$ cat src/rtl/breath_led_multi.sv
// Multi-channel breathing LED driver: one shared tick/frame/triangle-duty timebase
// feeds CH_NUM channels, each independently off, on, breathing or inverted breathing.
module breath_led_multi #(
    parameter int   CNT_2US_MAX = 100,
    parameter int   CNT_2MS_MAX = 1000,
    parameter int   CH_NUM      = 4,
    parameter logic LED_ACTIVE  = 1'b1
) (
    input  logic                  sys_clk,
    input  logic                  sys_rst_n,
    input  logic [2*CH_NUM-1:0]   mode,
    input  logic                  sync,
    output logic [CH_NUM-1:0]     led,
    output logic                  frame_tick
);

    localparam int W_US = $clog2(CNT_2US_MAX + 1);
    localparam int W_MS = $clog2(CNT_2MS_MAX + 1);

    logic [W_US-1:0]       cnt_2us_r;
    logic [W_MS-1:0]       cnt_2ms_r;
    logic [W_MS-1:0]       duty_r;
    logic                  dir_up_r;
    logic [2*CH_NUM-1:0]   mode_r;
    logic [CH_NUM-1:0]     led_r;
    logic                  frame_tick_r;

    logic                  tick_s;
    logic                  frame_end_s;
    logic [W_MS-1:0]       inv_duty_s;
    logic [CH_NUM-1:0]     lit_s;

    assign tick_s      = (cnt_2us_r == W_US'(CNT_2US_MAX - 1));
    assign frame_end_s = tick_s && (cnt_2ms_r == W_MS'(CNT_2MS_MAX - 1));
    assign inv_duty_s  = W_MS'(CNT_2MS_MAX) - duty_r;

    // Clock prescaler producing one tick per CNT_2US_MAX cycles
    always_ff @(posedge sys_clk or negedge sys_rst_n) begin
        if (!sys_rst_n) begin
            cnt_2us_r <= {W_US{1'b0}};
        end else if (sync || tick_s) begin
            cnt_2us_r <= {W_US{1'b0}};
        end else begin
            cnt_2us_r <= cnt_2us_r + W_US'(1);
        end
    end

    // PWM frame position, advancing once per tick
    always_ff @(posedge sys_clk or negedge sys_rst_n) begin
        if (!sys_rst_n) begin
            cnt_2ms_r <= {W_MS{1'b0}};
        end else if (sync || frame_end_s) begin
            cnt_2ms_r <= {W_MS{1'b0}};
        end else if (tick_s) begin
            cnt_2ms_r <= cnt_2ms_r + W_MS'(1);
        end else begin
            cnt_2ms_r <= cnt_2ms_r;
        end
    end

    // Triangle duty ramp; sync outranks frame_end so no step happens on a restart
    always_ff @(posedge sys_clk or negedge sys_rst_n) begin
        if (!sys_rst_n) begin
            duty_r   <= {W_MS{1'b0}};
            dir_up_r <= 1'b1;
        end else if (sync) begin
            duty_r   <= {W_MS{1'b0}};
            dir_up_r <= 1'b1;
        end else if (frame_end_s) begin
            if (dir_up_r) begin
                duty_r <= duty_r + W_MS'(1);
                if (duty_r == W_MS'(CNT_2MS_MAX - 1)) begin
                    dir_up_r <= 1'b0;
                end else begin
                    dir_up_r <= 1'b1;
                end
            end else begin
                duty_r <= duty_r - W_MS'(1);
                if (duty_r == W_MS'(1)) begin
                    dir_up_r <= 1'b1;
                end else begin
                    dir_up_r <= 1'b0;
                end
            end
        end else begin
            duty_r   <= duty_r;
            dir_up_r <= dir_up_r;
        end
    end

    // Mode capture only at frame boundaries so a frame is never cut short
    always_ff @(posedge sys_clk or negedge sys_rst_n) begin
        if (!sys_rst_n) begin
            mode_r <= {(2*CH_NUM){1'b0}};
        end else if (sync || frame_end_s) begin
            mode_r <= mode;
        end else begin
            mode_r <= mode_r;
        end
    end

    // Per-channel lit decision from the captured mode and the PWM compare
    always_comb begin
        lit_s = {CH_NUM{1'b0}};
        for (int i = 0; i < CH_NUM; i++) begin
            case (mode_r[2*i +: 2])
                2'b00:   lit_s[i] = 1'b0;
                2'b01:   lit_s[i] = 1'b1;
                2'b10:   lit_s[i] = (cnt_2ms_r < duty_r);
                2'b11:   lit_s[i] = (cnt_2ms_r < inv_duty_s);
                default: lit_s[i] = 1'b0;
            endcase
        end
    end

    // Registered pin drive and frame-start strobe
    always_ff @(posedge sys_clk or negedge sys_rst_n) begin
        if (!sys_rst_n) begin
            led_r        <= {CH_NUM{~LED_ACTIVE}};
            frame_tick_r <= 1'b0;
        end else begin
            led_r        <= lit_s ^ {CH_NUM{~LED_ACTIVE}};
            frame_tick_r <= frame_end_s || sync;
        end
    end

    assign led        = led_r;
    assign frame_tick = frame_tick_r;

endmodule

$ cat config.mk
export PLATFORM = sky130hd
export DESIGN_NAME = breath_led_multi
export DESIGN_NICKNAME = d
export VERILOG_FILES = /design/src/rtl/breath_led_multi.sv
export SDC_FILE = /design/constraint.sdc
export NUM_CORES = 1
export LEC_CHECK = 0
export BUFFER_PORTS_ARGS = -buffer_cell sky130_fd_sc_hd__buf_2
export CORE_MARGIN = 5
export CORE_UTILIZATION = 65
export CTS_CLUSTER_DIAMETER = 30
export DETAILED_ROUTE_END_ITERATION = 7
export PLACE_DENSITY_LB_ADDON = 0.12
export SLEW_MARGIN = 20
export SYNTH_ARGS = -nofsm -noshare
export SYNTH_HDL_FRONTEND = slang
export SYNTH_SLANG_ARGS = --single-unit
export TNS_END_PERCENT = 5
$ cat constraint.sdc
create_clock -name sys_clk -period 7.1 [get_ports sys_clk]
set_input_delay 1.42 -clock sys_clk [delete_from_list [all_inputs] [get_ports sys_clk]]
set_output_delay 1.42 -clock sys_clk [all_outputs]
set_load 0.01 [all_outputs]
# After elaboration in Yosys (flattened, before gate mapping)
# Cells that the tools add are included.
# Widths: inputs -> output; s select.
dict set report op_classes {
  add_sub_neg 5
  magnitude_cmp 2
  n_eq_ne 16
  muxes 15
  n_reduce_logical 9
}
# operator n
set op_table {}
lappend op_table {{$mux 10} 5}
lappend op_table {{$add 10x1->10 const B} 2}
lappend op_table {{$eq 10x10->1 const B} 2}
lappend op_table {{$lt 10x10->1} 2}
lappend op_table {{$eq 2x2->1 const B} 8}
lappend op_table {{$pmux 1 s4} 4}
lappend op_table {{$eq 10x1->1 const B} 1}
lappend op_table {{$sub 10x1->10 const B} 1}
lappend op_table {{$sub 10x10->10 const A} 1}
lappend op_table {{$eq 2x1->1 const B} 4}
lappend op_table {{$logic_not 2->1} 4}
lappend op_table {{$add 7x1->7 const B} 1}
lappend op_table {{$eq 7x7->1 const B} 1}
lappend op_table {{$mux 7} 1}
lappend op_table {{$mux 1} 5}
lappend op_table {{$reduce_bool 2->1} 2}
lappend op_table {{$logic_or 1x1->1} 2}
lappend op_table {{$logic_and 1x1->1} 1}
dict set report word_totals {
  regBits 41
  out_inout_bits 5
}

# Depth between registers and ports, before layout
# Gate-level depths: netlist of run 1.
dict set report depth {
  ltp_word 5
  mapped_depth 12
  ltp_nobuf 12
}

# Worst setup path after synthesis of run 1
# OpenSTA, ideal clock, no wires.
dict set report synth_timing {
  kind {input-to-reg}
  start {in sync}
  end {reg mode_r[5]}
  t_arrival_ps 2362
  slack_ps 4613
  path_stages 5
  path_buffers 3
  path_cell_list {clkbuf_1 > or2b_1 > buf_2 > buf_4 > mux2_2}
}
dict set report synth_between {
  elab_chain_len 1
}
# item line
set synth_lines {}
lappend synth_lines {{from (decl)} 12} ;# input logic sync,
lappend synth_lines {{$logic_or 1x1->1} 95} ;# end else if (sync || frame_end_s) begin
lappend synth_lines {{to (signal assigned)} 94} ;# mode_r <= {(2*CH_NUM){1'b0}};
lappend synth_lines {{to (signal assigned)} 96} ;# mode_r <= mode;
lappend synth_lines {{to (signal assigned)} 98} ;# mode_r <= mode_r;
lappend synth_lines {{to (decl)} 24} ;# logic [2*CH_NUM-1:0] mode_r;
# No other way between the ends.
# A chain may end at the register's enable or synchronous reset.

# Worst setup path after layout of run 1
dict set report layout_timing {
  start {reg duty_r[0]}
  end {reg led_r[2] (netlist: led[2])}
}
dict set report layout_between {
  elab_chain_len 3
  word_cells_on_any_way 4
  cone_classes {add/sub: 1; order compare: 2; mux: 1}
}
# item line
set layout_lines {}
lappend layout_lines {{from (decl)} 22} ;# logic [W_MS-1:0] duty_r;
lappend layout_lines {{from (signal assigned)} 64} ;# duty_r <= {W_MS{1'b0}};
lappend layout_lines {{from (signal assigned)} 67} ;# duty_r <= {W_MS{1'b0}};
lappend layout_lines {{from (signal assigned)} 71} ;# duty_r <= duty_r + W_MS'(1);
lappend layout_lines {{$sub 10x10->10} 35} ;# assign inv_duty_s = W_MS'(CNT_2MS_MAX) - duty_r;
lappend layout_lines {{$lt 10x10->1} 110} ;# 2'b11: lit_s[i] = (cnt_2ms_r < inv_duty_s);
lappend layout_lines {{$pmux 1 s4 *} 106} ;# case (mode_r[2*i +: 2])
lappend layout_lines {{named net lit_s[2]} 31} ;# logic [CH_NUM-1:0] lit_s;
lappend layout_lines {{to (signal assigned)} 119} ;# led_r <= {CH_NUM{~LED_ACTIVE}};
lappend layout_lines {{to (signal assigned)} 122} ;# led_r <= lit_s ^ {CH_NUM{~LED_ACTIVE}};
lappend layout_lines {{to (decl)} 25} ;# logic [CH_NUM-1:0] led_r;
# Mark *: on every way through the listed nets, which the timed path passes. The rest lies on a longest branch.

==> results of run 1 <==
==> worst max-delay path by stage <==
stage	startpoint	end	cells past startpoint
2_1_floorplan	sync	mode_r[5]$_DFFE_PN0N_	5
3_3_place_gp	sync	mode_r[3]$_DFFE_PN0N_	3
3_5_place_dp	duty_r[0]$_DFFE_PN0N_	led[3]$_DFF_PN0_	11
4_1_cts	duty_r[0]$_DFFE_PN0N_	led[2]$_DFF_PN0_	11
5_1_grt	duty_r[0]$_DFFE_PN0N_	led[3]$_DFF_PN0_	11
6_report	duty_r[0]$_DFFE_PN0N_	led[2]$_DFF_PN0_	11
==> kinds of logic (layout without fill, tap and decap cells) <==
kind of cell	count (synthesis)	count (layout)	synth area share
AND/OR/NAND/NOR	105	105	0.217
buffers and inverters	25	39	0.0387
adder cells (fa/ha/maj)	23	23	0.113
multiplexers	10	10	0.0431
XOR/XNOR	24	24	0.0823
flip-flops	41	41	0.402
AO/OA/AOI/OAI	44	44	0.104
==> final cells by class <==
cell class / instances / area [µm²]
multi-input cells: 206 / 1430
flip-flops and latches: 41 / 1030
fillers: 277 / 1000
repair buffers: 15 / 75.1
clock buffers: 5 / 68.8
inverters: 16 / 60.1
well taps: 48 / 60.1
clock inverters: 3 / 22.5
==> placed cells by master (no fill, tap or decap), types with 2 or more instances in the layout <==
cell type and instances:
sky130_fd_sc_hd__clkinv_4 2, sky130_fd_sc_hd__nor4_1 3, sky130_fd_sc_hd__inv_1 15, sky130_fd_sc_hd__and3_1 7, sky130_fd_sc_hd__a21o_1 6, sky130_fd_sc_hd__clkbuf_8 5, sky130_fd_sc_hd__nand3_1 14, sky130_fd_sc_hd__xnor2_1 15
sky130_fd_sc_hd__xor2_1 9, sky130_fd_sc_hd__or2_2 2, sky130_fd_sc_hd__nand2_1 21, sky130_fd_sc_hd__dfrtp_1 40, sky130_fd_sc_hd__nand2b_1 3, sky130_fd_sc_hd__mux2i_1 2, sky130_fd_sc_hd__or3_1 7, sky130_fd_sc_hd__o32ai_1 4
sky130_fd_sc_hd__a31oi_1 2, sky130_fd_sc_hd__ha_1 23, sky130_fd_sc_hd__a21oi_1 16, sky130_fd_sc_hd__buf_2 15, sky130_fd_sc_hd__nor2_1 27, sky130_fd_sc_hd__nor3_1 5, sky130_fd_sc_hd__or4_1 2, sky130_fd_sc_hd__nand4_1 6
sky130_fd_sc_hd__o21ai_0 12, sky130_fd_sc_hd__mux2_2 8
==> metrics by stage <==
step | worst slack (ns) | utilization
floorplan | 4.61 | -
global placement | 4.36 | 0.708
detailed placement | 4.30 | 0.708
CTS | 4.27 | 0.732
global route | 4.07 | 0.732
finish | 4.27 | 0.732
==> sequential cells by signal, summed over array words and instances, names as in the netlist <==
signal,count
mode_r,8
led,4
cnt_2ms_r,10
duty_r,10
cnt_2us_r,7
frame_tick,1
dir_up_r,1
==> metal layers <==
layer | wire length [µm] | track usage
met5 | 0 | 0
met4 | 80 | 0.0758
met3 | 276 | 0.0579
met2 | 2350 | 0.338
met1 | 2310 | 0.273
==> where the power goes <==
part / leakage [nW] / switching [mW] / internal [mW]
Clock: 0.0481 / 0.0865 / 0.0697
Combinational: 0.701 / 0.0149 / 0.0108
Sequential: 0.537 / 0.00596 / 0.242
==> run summary, run 1 <==
The wire length of the first global-routing pass was 8.60 mm; the number of cells on the worst reg-to-reg path was 11. The cell count of the worst hold path came out at 1. The tools report the global placer's final weighted congestion as 0.797.

The H-tree level count was 2; the count of hold buffers inserted by post-cts repair was 0. After detailed routing, the number of remaining DRC violations is 0. The synthesized area per cell works out to 9.39 µm². The path type of the worst setup path was flop to flop. The run gives 0.211 as the total routing usage reported by global routing.

The via count of the first global-routing pass is 1882, and the number of buffers inserted by port buffering is 15. The area inside the core boundary was 3740 µm². Instance count after placement with tap cells included: 326. The HPWL after detailed placement is 3.59 mm. In this run the vertical extent of the chip is 72.7 µm.

Setup repair after global routing left no endpoint under its margin. The die is 72.7 µm wide. The tools report the post-route total power as 430 µW. The share of synthesized registers carrying an async set or reset is 1.00.

The sequential share of the synthesized area is 0.402. In the synthesized netlist the dominant register cell turns out to be sky130_fd_sc_hd__dfrtp_1. Entering global routing, the biggest net connects 42 pins. The detail route stage leaves a number of antenna-violating nets equal to 0.

The endpoint arrival time on the critical path was 3.03 ns; the share of Yosys cell area claimed by the top area cell type was 0.392. The final hold slack was 0.490 ns; the buffer depth of the longest clock path was 2. STA classifies the critical path startpoint as a flop.

The logs give 353 MHz for the achievable frequency and 0 for the total of endpoints with negative setup slack in the final report. Clock slew at the register clock pins of the worst setup and hold paths: 0.09 ns. During synthesis, Yosys emitted a total of 0 warnings. The max-capacitance violation count was 0. The initialized floorplan defines 22 standard-cell rows.

The analysis attributes to cell leakage a power of 1.29 nW. CTS saw 41 sinks. Between clock sinks in the finished design, the worst skew comes to 0.00534 ns. STA classifies the critical path endpoint as a flop. Among all stages on the critical path, the largest delay is contributed by sky130_fd_sc_hd__dfrtp_1.

The logs give 0 for the number of diodes and 272 for the instance count of the mapped netlist. The via count normalized by instance count works out to 5.88. The tools report the capturing point of the worst reg2reg path as led[2]$_DFF_PN0_. In this run the worst hold path is classified as flop to flop.

The run gives 0 ns as the aggregate negative setup slack. The buffer type at the clock tree root was sky130_fd_sc_hd__clkbuf_8. The power per cell area is 157 nW/µm². Number of buffer and inverter stages on the critical path: 1. For this run, the detailed router's first-pass iteration total came to 5. The tools report the initial core utilization as 0.682. 16 I/O pins were placed.

The area of the die was 5280 µm². At the pin with the least slew margin, the transition time is 0.912 ns. When the netlist entered floorplanning its net count stood at 306.

Non-filler instance count after layout: 334. The signal on the critical path passes through inv_1, ha_1, a21o_1, a21oi_1, xnor2_1, ha_1, and3_1, a221oi_1, o21ai_0, and3_1, o32ai_1. The total global routing overflow was 0; the clock period minus worst slack was 2.83 ns. The flow ran to the end, and the final reports show no timing, DRC or antenna violations. After detailed routing, the average wire length per cell comes to 15.0 µm. The source of the worst register-to-register timing path was duty_r[0]$_DFFE_PN0N_. The number of setup buffers added after CTS is 0. The final non-filler cell area is 2740 µm², and the count of instances resized after the clock tree is built is 0.

The destination of the worst hold path is cnt_2us_r[0]$_DFF_PN0_. The area growth from synthesis to layout is 7.35%. The tools report the number of distinct library cells after synthesis as 41. The clock reaches the later pin of the worst-skew pair after 0.30 ns. The final number of max-transition violations is 0. The initial antenna violation count was 0.

The tools report the violation count after the first detailed-routing iteration as 201. The largest delay contributor family on the critical path is compound AO/OA/AOI/OAI gates. The total count of hold-check failures in the final report is 0, and the worst supply voltage drop on vdd is 0.000162 V. In this design, the stage delay of the slowest critical-path cell is 0.45 ns. The number of flops mapped to enable cells by yosys came out at 0.

The fraction of final layout cells sized beyond drive strength 1 was 0.140. Sorting the synthesized cells by area gives the leading types as sky130_fd_sc_hd__dfrtp_1 (39%), sky130_fd_sc_hd__ha_1 (11%), sky130_fd_sc_hd__xnor2_1 (5.1%). The critical-path maximum fanout came out at 7. The worst slew slack as a fraction of its limit was 0.392. The startpoint identified for the worst hold timing path is cnt_2us_r[0]$_DFF_PN0_. For the overall via count from detail_route, the log shows 1965. The netlist area before placement is 2550 µm², and the setup slack on the worst flop-to-flop path is 4.27 ns. The number of flip-flops and latches in the synthesized netlist came out at 41. Among all cell types in the netlist, the one instantiated most often is sky130_fd_sc_hd__dfrtp_1. The logs give 5.02 mm for the total wirelength of the detailed-routed design and 319 for the number of nets in the finished design. TritonCTS created 5 clock buffers.

For the required time reported for the critical path endpoint, the log shows 7.30 ns. TritonCTS built the clock tree. The cell taking the most area after synthesis was sky130_fd_sc_hd__dfrtp_1. The post-route clock period utilization is 0.399. The placed cell area was 2650 µm². In the synthesized netlist, the cells that appear most often are sky130_fd_sc_hd__dfrtp_1 (40), sky130_fd_sc_hd__nor2_1 (27), sky130_fd_sc_hd__ha_1 (23).
Note: power is estimated with default switching activity, not from simulation.
==> run 2, diff against run 1 <==
--- a/config.mk
+++ b/config.mk
@@ -7,7 +7,7 @@
 export LEC_CHECK = 0
 export BUFFER_PORTS_ARGS = -buffer_cell sky130_fd_sc_hd__buf_2
 export CORE_MARGIN = 5
-export CORE_UTILIZATION = 65
+export CORE_UTILIZATION = 60
 export CTS_CLUSTER_DIAMETER = 30
 export DETAILED_ROUTE_END_ITERATION = 7
 export PLACE_DENSITY_LB_ADDON = 0.12
==> constraint.sdc (replaced) <==
create_clock -name sys_clk -period 2.8 [get_ports sys_clk]
set_input_delay 0.56 -clock sys_clk [delete_from_list [all_inputs] [get_ports sys_clk]]
set_output_delay 0.56 -clock sys_clk [all_outputs]
set_load 0.01 [all_outputs]
==> run 2 against run 1 <==
Critical path depth stayed put. Register-to-register slack worse by 4.1 ns. Sequential share of layout area is 0.56 points lower. Total power grew to 2.5 times the previous value. Critical endpoint unchanged. Largest cell class unchanged.
==> run summary, run 2 (synthesis gave the netlist of run 1 again) <==
The flow ran to the end, and the final reports show no timing, DRC or antenna violations. The clock sink count is 41 (unchanged). The delay of the slowest cell on the worst path works out to 0.41 ns (was 0.45 ns). The tools report the overall via count from detail_route as 1967 (was 1965). The half-perimeter wire length after placement was 3.63 mm (was 3.59 mm); the non-filler instance count after layout was 341 (was 334). The tools report the worst supply voltage drop on vdd as 0.000253 V (was 0.000162 V). The H-tree level count is 2 (unchanged). Commonest non-fill, non-tap cells in the layout: sky130_fd_sc_hd__dfrtp_1 (39), sky130_fd_sc_hd__nor2_1 (27), sky130_fd_sc_hd__ha_1 (23), sky130_fd_sc_hd__nand2_1 (21) (was sky130_fd_sc_hd__dfrtp_1 (40), sky130_fd_sc_hd__nor2_1 (27), sky130_fd_sc_hd__ha_1 (23), sky130_fd_sc_hd__nand2_1 (21), sky130_fd_sc_hd__a21oi_1 (16)). The endpoint arrival time on the critical path was 2.80 ns (was 3.03 ns). The final number of max-transition violations is 0 (unchanged), and the final worst clock skew is 0.00743 ns (was 0.00534 ns). The logs give 16 (unchanged) for the total I/O pin count and 324 (was 319) for the number of nets in the finished design. The number of buffers inserted by port buffering is 15 (unchanged).

The run gives 0 ns (unchanged) as the aggregate negative setup slack. The clock slew at the register clock pins of the worst setup and hold paths was 0.09 ns (about the same). The post-route clock period utilization was 0.928 (was 0.399); the total wirelength of the detailed-routed design was 4.87 mm (was 5.02 mm). The wire length of the first global-routing pass is 8.68 mm (was 8.60 mm).

The tools report the category of the worst setup path launch point as a flop (unchanged). The met1 usage was 0.268 (was 0.273). Cell type of the slowest stage on the worst timing path: sky130_fd_sc_hd__dfrtp_2 (was sky130_fd_sc_hd__dfrtp_1).

The critical-path maximum fanout came out at 6 (was 7). The average wire per cell in the routed design is 14.3 µm (was 15.0 µm). The smallest setup slack after layout was 0.202 ns (was 4.27 ns). The run gives 2 (unchanged) as the buffer depth of the longest clock path. Setup repair after global routing left no endpoint under its margin.

For the via count of the first global-routing pass, the log shows 1905 (was 1882). The slew of the pin with the lowest slew margin is 0.893 ns (was 0.912 ns). The growth of design area from synthesis to finish was 9.11% (was 7.35%); the placed cell area was 2690 µm² (was 2650 µm²).

Registers with the most flip-flops: cnt_2ms_r x10, duty_r x10, mode_r x8 (unchanged). The number of inserted filler cells in the final layout came out at 327 (was 277). The global placer's final weighted congestion was 0.827 (was 0.797). The total routing usage reported by global routing is 0.201 (was 0.211). The number of placement rows is 23 (was 22), and the number of buffer and inverter stages on the critical path is 1 (unchanged). TritonCTS built the clock tree.

The standby leakage power was 1.31 nW (was 1.29 nW). The post-layout utilization of the core was 0.687 (was 0.732); the global-route track usage on met2 was 0.338 (about the same). Cell chain of the critical path: inv_1, ha_1, a21o_1, a21oi_2, xnor2_1, ha_1, and3_1, a221oi_1, o21ai_1, and3_1, o32ai_1 (was inv_1, ha_1, a21o_1, a21oi_1, xnor2_1, ha_1, and3_1, a221oi_1, o21ai_0, and3_1, o32ai_1).

For the required time reported for the critical path endpoint, the log shows 3.00 ns (was 7.30 ns). Capturing element type of the critical path: a flop (unchanged). The total global routing overflow came out at 0 (unchanged).

The global routing usage on met3 came out at 0.0374 (was 0.0579). Initial core utilization: 0.629 (was 0.682). Power per cell area: 392 nW/µm² (was 157 nW/µm²). The total of endpoints with negative setup slack in the final report was 0 (unchanged). The tools report the number of buffers created by CTS as 5 (unchanged). Initial antenna violation count: 0 (unchanged).

The tools report the worst slew slack as a fraction of its limit as 0.405 (was 0.392). The layer with the highest usage was met2 (unchanged). Achievable frequency: 385 MHz (was 353 MHz). Clock period minus worst slack: 2.60 ns (was 2.83 ns). Leading cell type in the layout, fill and taps excluded: sky130_fd_sc_hd__dfrtp_1 (unchanged). The pre-CTS setup slack was 0.0782 ns (was 4.30 ns). Largest delay contributor family on the critical path: compound AO/OA/AOI/OAI gates (unchanged). The y dimension of the die is 75.2 µm (was 72.7 µm), and the max-capacitance violation count is 0 (unchanged). The buffer type at the clock tree root was sky130_fd_sc_hd__clkbuf_8 (unchanged). The width of the chip was 75.2 µm (was 72.7 µm).

The area of the die was 5660 µm² (was 5280 µm²); the instance count after placement with tap cells included was 333 (was 326). The logs give 4060 µm² (was 3740 µm²) for the area inside the core boundary and 0.30 ns (about the same) for the clock network latency to the later pin of the worst-skew pair. Type of the tightest min-delay check: input port to asynchronous set/reset pin (was flop to flop).

Path type of the worst setup path: flop to flop (unchanged). The via count normalized by instance count was 5.77 (was 5.88); the number of diodes was 0 (unchanged). The fraction of final layout cells sized beyond drive strength 1 was 0.162 (was 0.140). The violation count after the first detailed-routing iteration came out at 160 (was 201).

For the total count of hold-check failures in the final report, the log shows 0 (unchanged). The count of TritonRoute iterations in the first routing pass is 4 (was 5). The tools report the final non-filler cell area as 2790 µm² (was 2740 µm²). For the largest net degree at the start of global routing, the log shows 42 (unchanged). For the number of nets still failing antenna checks after routing, the log shows 0 (unchanged).

The final routed DRC violation total is 0 (unchanged).
run 2: cell count changes in the layout (fill, tap and decap cells not counted), sizes merged:
cell  previous run  this run
buf             15        20
run 2: per-stage QoR:
step | hold slack [ns] | total power [mW]
floorplan | 0.264 | 0.674
global placement | 0.474 | 0.705
detailed placement | 0.478 | 0.709
CTS | 0.400 | 1.10
global route | 0.457 | 1.14
finish | 0.376 | 1.09
run 2: worst register-to-register path, stage by stage, from the launching register on:
cell and delay, ns:
sky130_fd_sc_hd__dfrtp_2 0.41, sky130_fd_sc_hd__inv_1 0.09, sky130_fd_sc_hd__ha_1 0.23, sky130_fd_sc_hd__a21o_1 0.23, sky130_fd_sc_hd__a21oi_2 0.18, sky130_fd_sc_hd__xnor2_1 0.14, sky130_fd_sc_hd__ha_1 0.26, sky130_fd_sc_hd__and3_1 0.20
sky130_fd_sc_hd__a221oi_1 0.26, sky130_fd_sc_hd__o21ai_1 0.16, sky130_fd_sc_hd__and3_1 0.21, sky130_fd_sc_hd__o32ai_1 0.13
run 2: final cells by class:
| cell class | count | area (µm²) | area share |
|---|---|---|---|
| Clock buffer | 5 | 68.8 | 0.0247 |
| Clock inverter | 3 | 22.5 | 0.00808 |
| Inverter | 16 | 60.1 | 0.0216 |
| Multi-Input combinational cell | 206 | 1430 | 0.514 |
| Sequential cell | 41 | 1030 | 0.369 |
| Tap cell | 50 | 62.6 | 0.0225 |
| Timing Repair Buffer | 20 | 113 | 0.0404 |
run 2: final timing paths:
path / startpoint / to / slack, ns / cells after the start
max: duty_r[1]$_DFFE_PN0N_ / led[2]$_DFF_PN0_ / 0.20 / 11
min: sys_rst_n / mode_r[7]$_DFFE_PN0N_ / 0.38 / 1
max reg2reg: duty_r[1]$_DFFE_PN0N_ / led[2]$_DFF_PN0_ / 0.20 / 11
min reg2reg: cnt_2us_r[0]$_DFF_PN0_ / cnt_2us_r[0]$_DFF_PN0_ / 0.49 / 1
max in group asynchronous: sys_rst_n / duty_r[1]$_DFFE_PN0N_ / 1.81 / 1
min in group sys_clk: mode[6] / mode_r[6]$_DFFE_PN0N_ / 0.48 / 2
run 2: power by group:
| group | internal [mW] | leakage, nW | switching (mW) |
|---|---|---|---|
| combinational | 0.0283 | 0.727 | 0.0373 |
| sequential | 0.613 | 0.535 | 0.0155 |
| clock | 0.177 | 0.0481 | 0.221 |
| total | 0.818 | 1.31 | 0.274 |
run 2: per-layer routing:
metal  vias to the layer above  routed length (µm)
li1                        992                   -
met5                         -                   0
met1                       932                2260
met4                         0                  46
met2                        38                2310
met3                         5                 245
run 2: what timing repair did:
action                     4_1_cts  5_1_grt
hold buffers                     0        0
resized for setup                0        3
setup endpoints to repair        0        4
setup buffers                    0        0
==> run 3, diff against run 2 <==
==> constraint.sdc (replaced) <==
create_clock -name sys_clk -period 2.5 [get_ports sys_clk]
set_input_delay 0.5 -clock sys_clk [delete_from_list [all_inputs] [get_ports sys_clk]]
set_output_delay 0.5 -clock sys_clk [all_outputs]
set_load 0.01 [all_outputs]
==> run 3 against run 2 <==
Clock skew down 0.00084 ns. Critical path depth unchanged. Global-route usage increased by 1.2 points. Sequential power grew 12%. Clock-buffer cell count increased by 1. Non-clock buffer count is 16 higher. Clock power increased by 9.8%. Setup slack worse by 0.078 ns. Wire length grew 6.5%. Sequential cell count stayed put. First-iteration DRC count fell by 7.5%. Largest power group unchanged. Highest routed layer unchanged.
==> run summary, run 3 (synthesis gave the netlist of run 1 again) <==
The flow ran to the end, and the final reports show no timing, DRC or antenna violations. The logs give 2.71 ns (was 3.00 ns) for the required time reported for the critical path endpoint and 5660 µm² (unchanged) for the area of the die. For the clock network latency to the later pin of the worst-skew pair, the log shows 0.30 ns (about the same).

The number of buffers inserted by port buffering works out to 15 (unchanged). The fraction of final layout cells sized beyond drive strength 1 works out to 0.218 (was 0.162). The critical-path maximum fanout was 5 (was 6); the number of nets in the finished design was 340 (was 324). Commonest non-fill, non-tap cells in the layout: sky130_fd_sc_hd__dfrtp_1 (40), sky130_fd_sc_hd__nor2_1 (27), sky130_fd_sc_hd__ha_1 (23), sky130_fd_sc_hd__nand2_1 (21), sky130_fd_sc_hd__buf_4 (21) (was sky130_fd_sc_hd__dfrtp_1 (39), sky130_fd_sc_hd__nor2_1 (27), sky130_fd_sc_hd__ha_1 (23), sky130_fd_sc_hd__nand2_1 (21)). For the area inside the core boundary, the log shows 4060 µm² (unchanged).

The run gives 0 (unchanged) as the number of diodes. Capturing element type of the critical path: a flop (unchanged). The slew of the pin with the lowest slew margin was 0.909 ns (was 0.893 ns); the achievable frequency was 421 MHz (was 385 MHz). The half-perimeter wire length after placement is 3.77 mm (was 3.63 mm). For the global placer's final weighted congestion, the log shows 0.801 (was 0.827).

The tools report the buffer type at the clock tree root as sky130_fd_sc_hd__clkbuf_8 (unchanged). The number of inserted filler cells in the final layout was 321 (was 327). The category of the worst setup path launch point was a flop (unchanged). The buffer depth of the longest clock path was 2 (unchanged). The max-capacitance violation count is 0 (unchanged). The area taken by flip-flops and latches is 1030 µm² (about the same). Setup repair after global routing could not meet its margin everywhere.

The placed cell area is 2800 µm² (was 2690 µm²). The width of the chip works out to 75.2 µm (unchanged). The leading cell type in the layout, fill and taps excluded is sky130_fd_sc_hd__dfrtp_1 (unchanged). The total count of hold-check failures in the final report was 0 (unchanged); the final worst clock skew was 0.00659 ns (was 0.00743 ns). The initial core utilization is 0.629 (unchanged), and the clock slew at the register clock pins of the worst setup and hold paths is 0.08 ns (was 0.09 ns).

The growth of design area from synthesis to finish works out to 15.0% (was 9.11%). The tools report the number of nets still failing antenna checks after routing as 0 (unchanged). Initial antenna violation count: 0 (unchanged). The clock period minus worst slack was 2.38 ns (was 2.60 ns); the standby leakage power was 1.39 nW (was 1.31 nW).

The tools report the count of TritonRoute iterations in the first routing pass as 4 (unchanged). The tools report the number of buffers created by CTS as 5 (unchanged). Path type of the worst setup path: flop to flop (unchanged).

The logs give 23 (unchanged) for the number of placement rows and 1.22 mW (was 1.09 mW) for the post-route total power. The logs give 0.213 (was 0.201) for the total routing usage reported by global routing and 41 (unchanged) for the clock sink count. The tools report the total I/O pin count as 16 (unchanged). The logs give 42 (unchanged) for the largest net degree at the start of global routing and 0 (unchanged) for the final number of max-transition violations. The run gives 0 (unchanged) as the total global routing overflow. The post-route clock period utilization was 0.950 (was 0.928).

The run gives 2940 µm² (was 2790 µm²) as the final non-filler cell area. The overall via count from detail_route was 2029 (was 1967). TritonCTS built the clock tree.

For the combined area of the multi-input logic cells, the log shows 1470 µm² (was 1430 µm²). The average wire per cell in the routed design is 14.5 µm (was 14.3 µm). The total wirelength of the detailed-routed design came out at 5.18 mm (was 4.87 mm). Type of the tightest min-delay check: input port to asynchronous set/reset pin (unchanged).

Registers with the most flip-flops: cnt_2ms_r x10, duty_r x10, mode_r x8 (unchanged). The via count normalized by instance count is 5.68 (was 5.77). The H-tree level count was 2 (unchanged). The power per cell area is 415 nW/µm² (was 392 nW/µm²). The logs give 148 (was 160) for the violation count after the first detailed-routing iteration and 0.394 (was 0.405) for the worst slew slack as a fraction of its limit. The y dimension of the die was 75.2 µm (unchanged); the endpoint arrival time on the critical path was 2.59 ns (was 2.80 ns). The worst supply voltage drop on vdd is 0.000426 V (was 0.000253 V), and the final routed DRC violation total is 0 (unchanged).

The total of endpoints with negative setup slack in the final report was 0 (unchanged). The wire length of the first global-routing pass was 9.10 mm (was 8.68 mm). Via count of the first global-routing pass: 1931 (was 1905).
## run 3: worst paths after layout
kind                                     endpoint                   start  cells after the start  slack, ns
min                         mode_r[7]$_DFFE_PN0N_               sys_rst_n                      1       0.31
min reg2reg                cnt_2us_r[0]$_DFF_PN0_  cnt_2us_r[0]$_DFF_PN0_                      1       0.50
max reg2reg                      led[0]$_DFF_PN0_   duty_r[1]$_DFFE_PN0N_                     11       0.12
max in group asynchronous   mode_r[2]$_DFFE_PN0N_               sys_rst_n                      1       1.60
max                              led[0]$_DFF_PN0_   duty_r[1]$_DFFE_PN0N_                     11       0.12
min in group sys_clk        mode_r[6]$_DFFE_PN0N_                 mode[6]                      2       0.42
## run 3: where the power goes
group	internal (mW)	total, mW	switching (mW)
clock	0.197	0.437	0.241
sequential	0.687	0.705	0.0180
combinational	0.0337	0.0777	0.0440
## run 3: area by class of cell
class / count / share of cell area
inverters: 16 / 0.0205
clock buffers: 6 / 0.0247
well taps: 50 / 0.0213
repair buffers: 36 / 0.0792
multi-input cells: 206 / 0.499
clock inverters: 2 / 0.00511
flip-flops and latches: 41 / 0.350
## run 3: through the flow
stage	setup TNS (ns)	util	hold slack, ns	worst slack [ns]	instances
finish	0	0.724	0.306	0.124	357
global route	-0.124	0.724	0.399	-0.0401	357
CTS	0	0.710	0.353	0.0212	355
detailed placement	-0.0159	0.689	0.494	-0.0102	347
global placement	0	0.689	0.472	0.0563	347
floorplan	0	-	0.204	0.0441	272
## run 3: worst max-delay path: stages (launching register included)
cell and delay (ns):
sky130_fd_sc_hd__dfrtp_1 0.39, sky130_fd_sc_hd__buf_4 0.15, sky130_fd_sc_hd__nor3_2 0.18, sky130_fd_sc_hd__nand2b_1 0.15, sky130_fd_sc_hd__nand2_1 0.09, sky130_fd_sc_hd__xnor2_1 0.14, sky130_fd_sc_hd__ha_1 0.29, sky130_fd_sc_hd__and3_4 0.16
sky130_fd_sc_hd__a221oi_2 0.30, sky130_fd_sc_hd__o21ai_2 0.12, sky130_fd_sc_hd__and3_1 0.20, sky130_fd_sc_hd__o32ai_2 0.12
## run 3: repair_timing
item,in CTS,in global routing
hold endpoints to repair,0,0
resized for setup,1,7
setup buffers,0,2
pin swaps,0,5
endpoints found under the setup margin,4,4
hold buffers,0,0
## run 3: routing by layer
metal  track usage  routed length [µm]
met1         0.285                2490
met2         0.348                2480
met3        0.0441                 146
met4        0.0641                  68
met5             0                   0
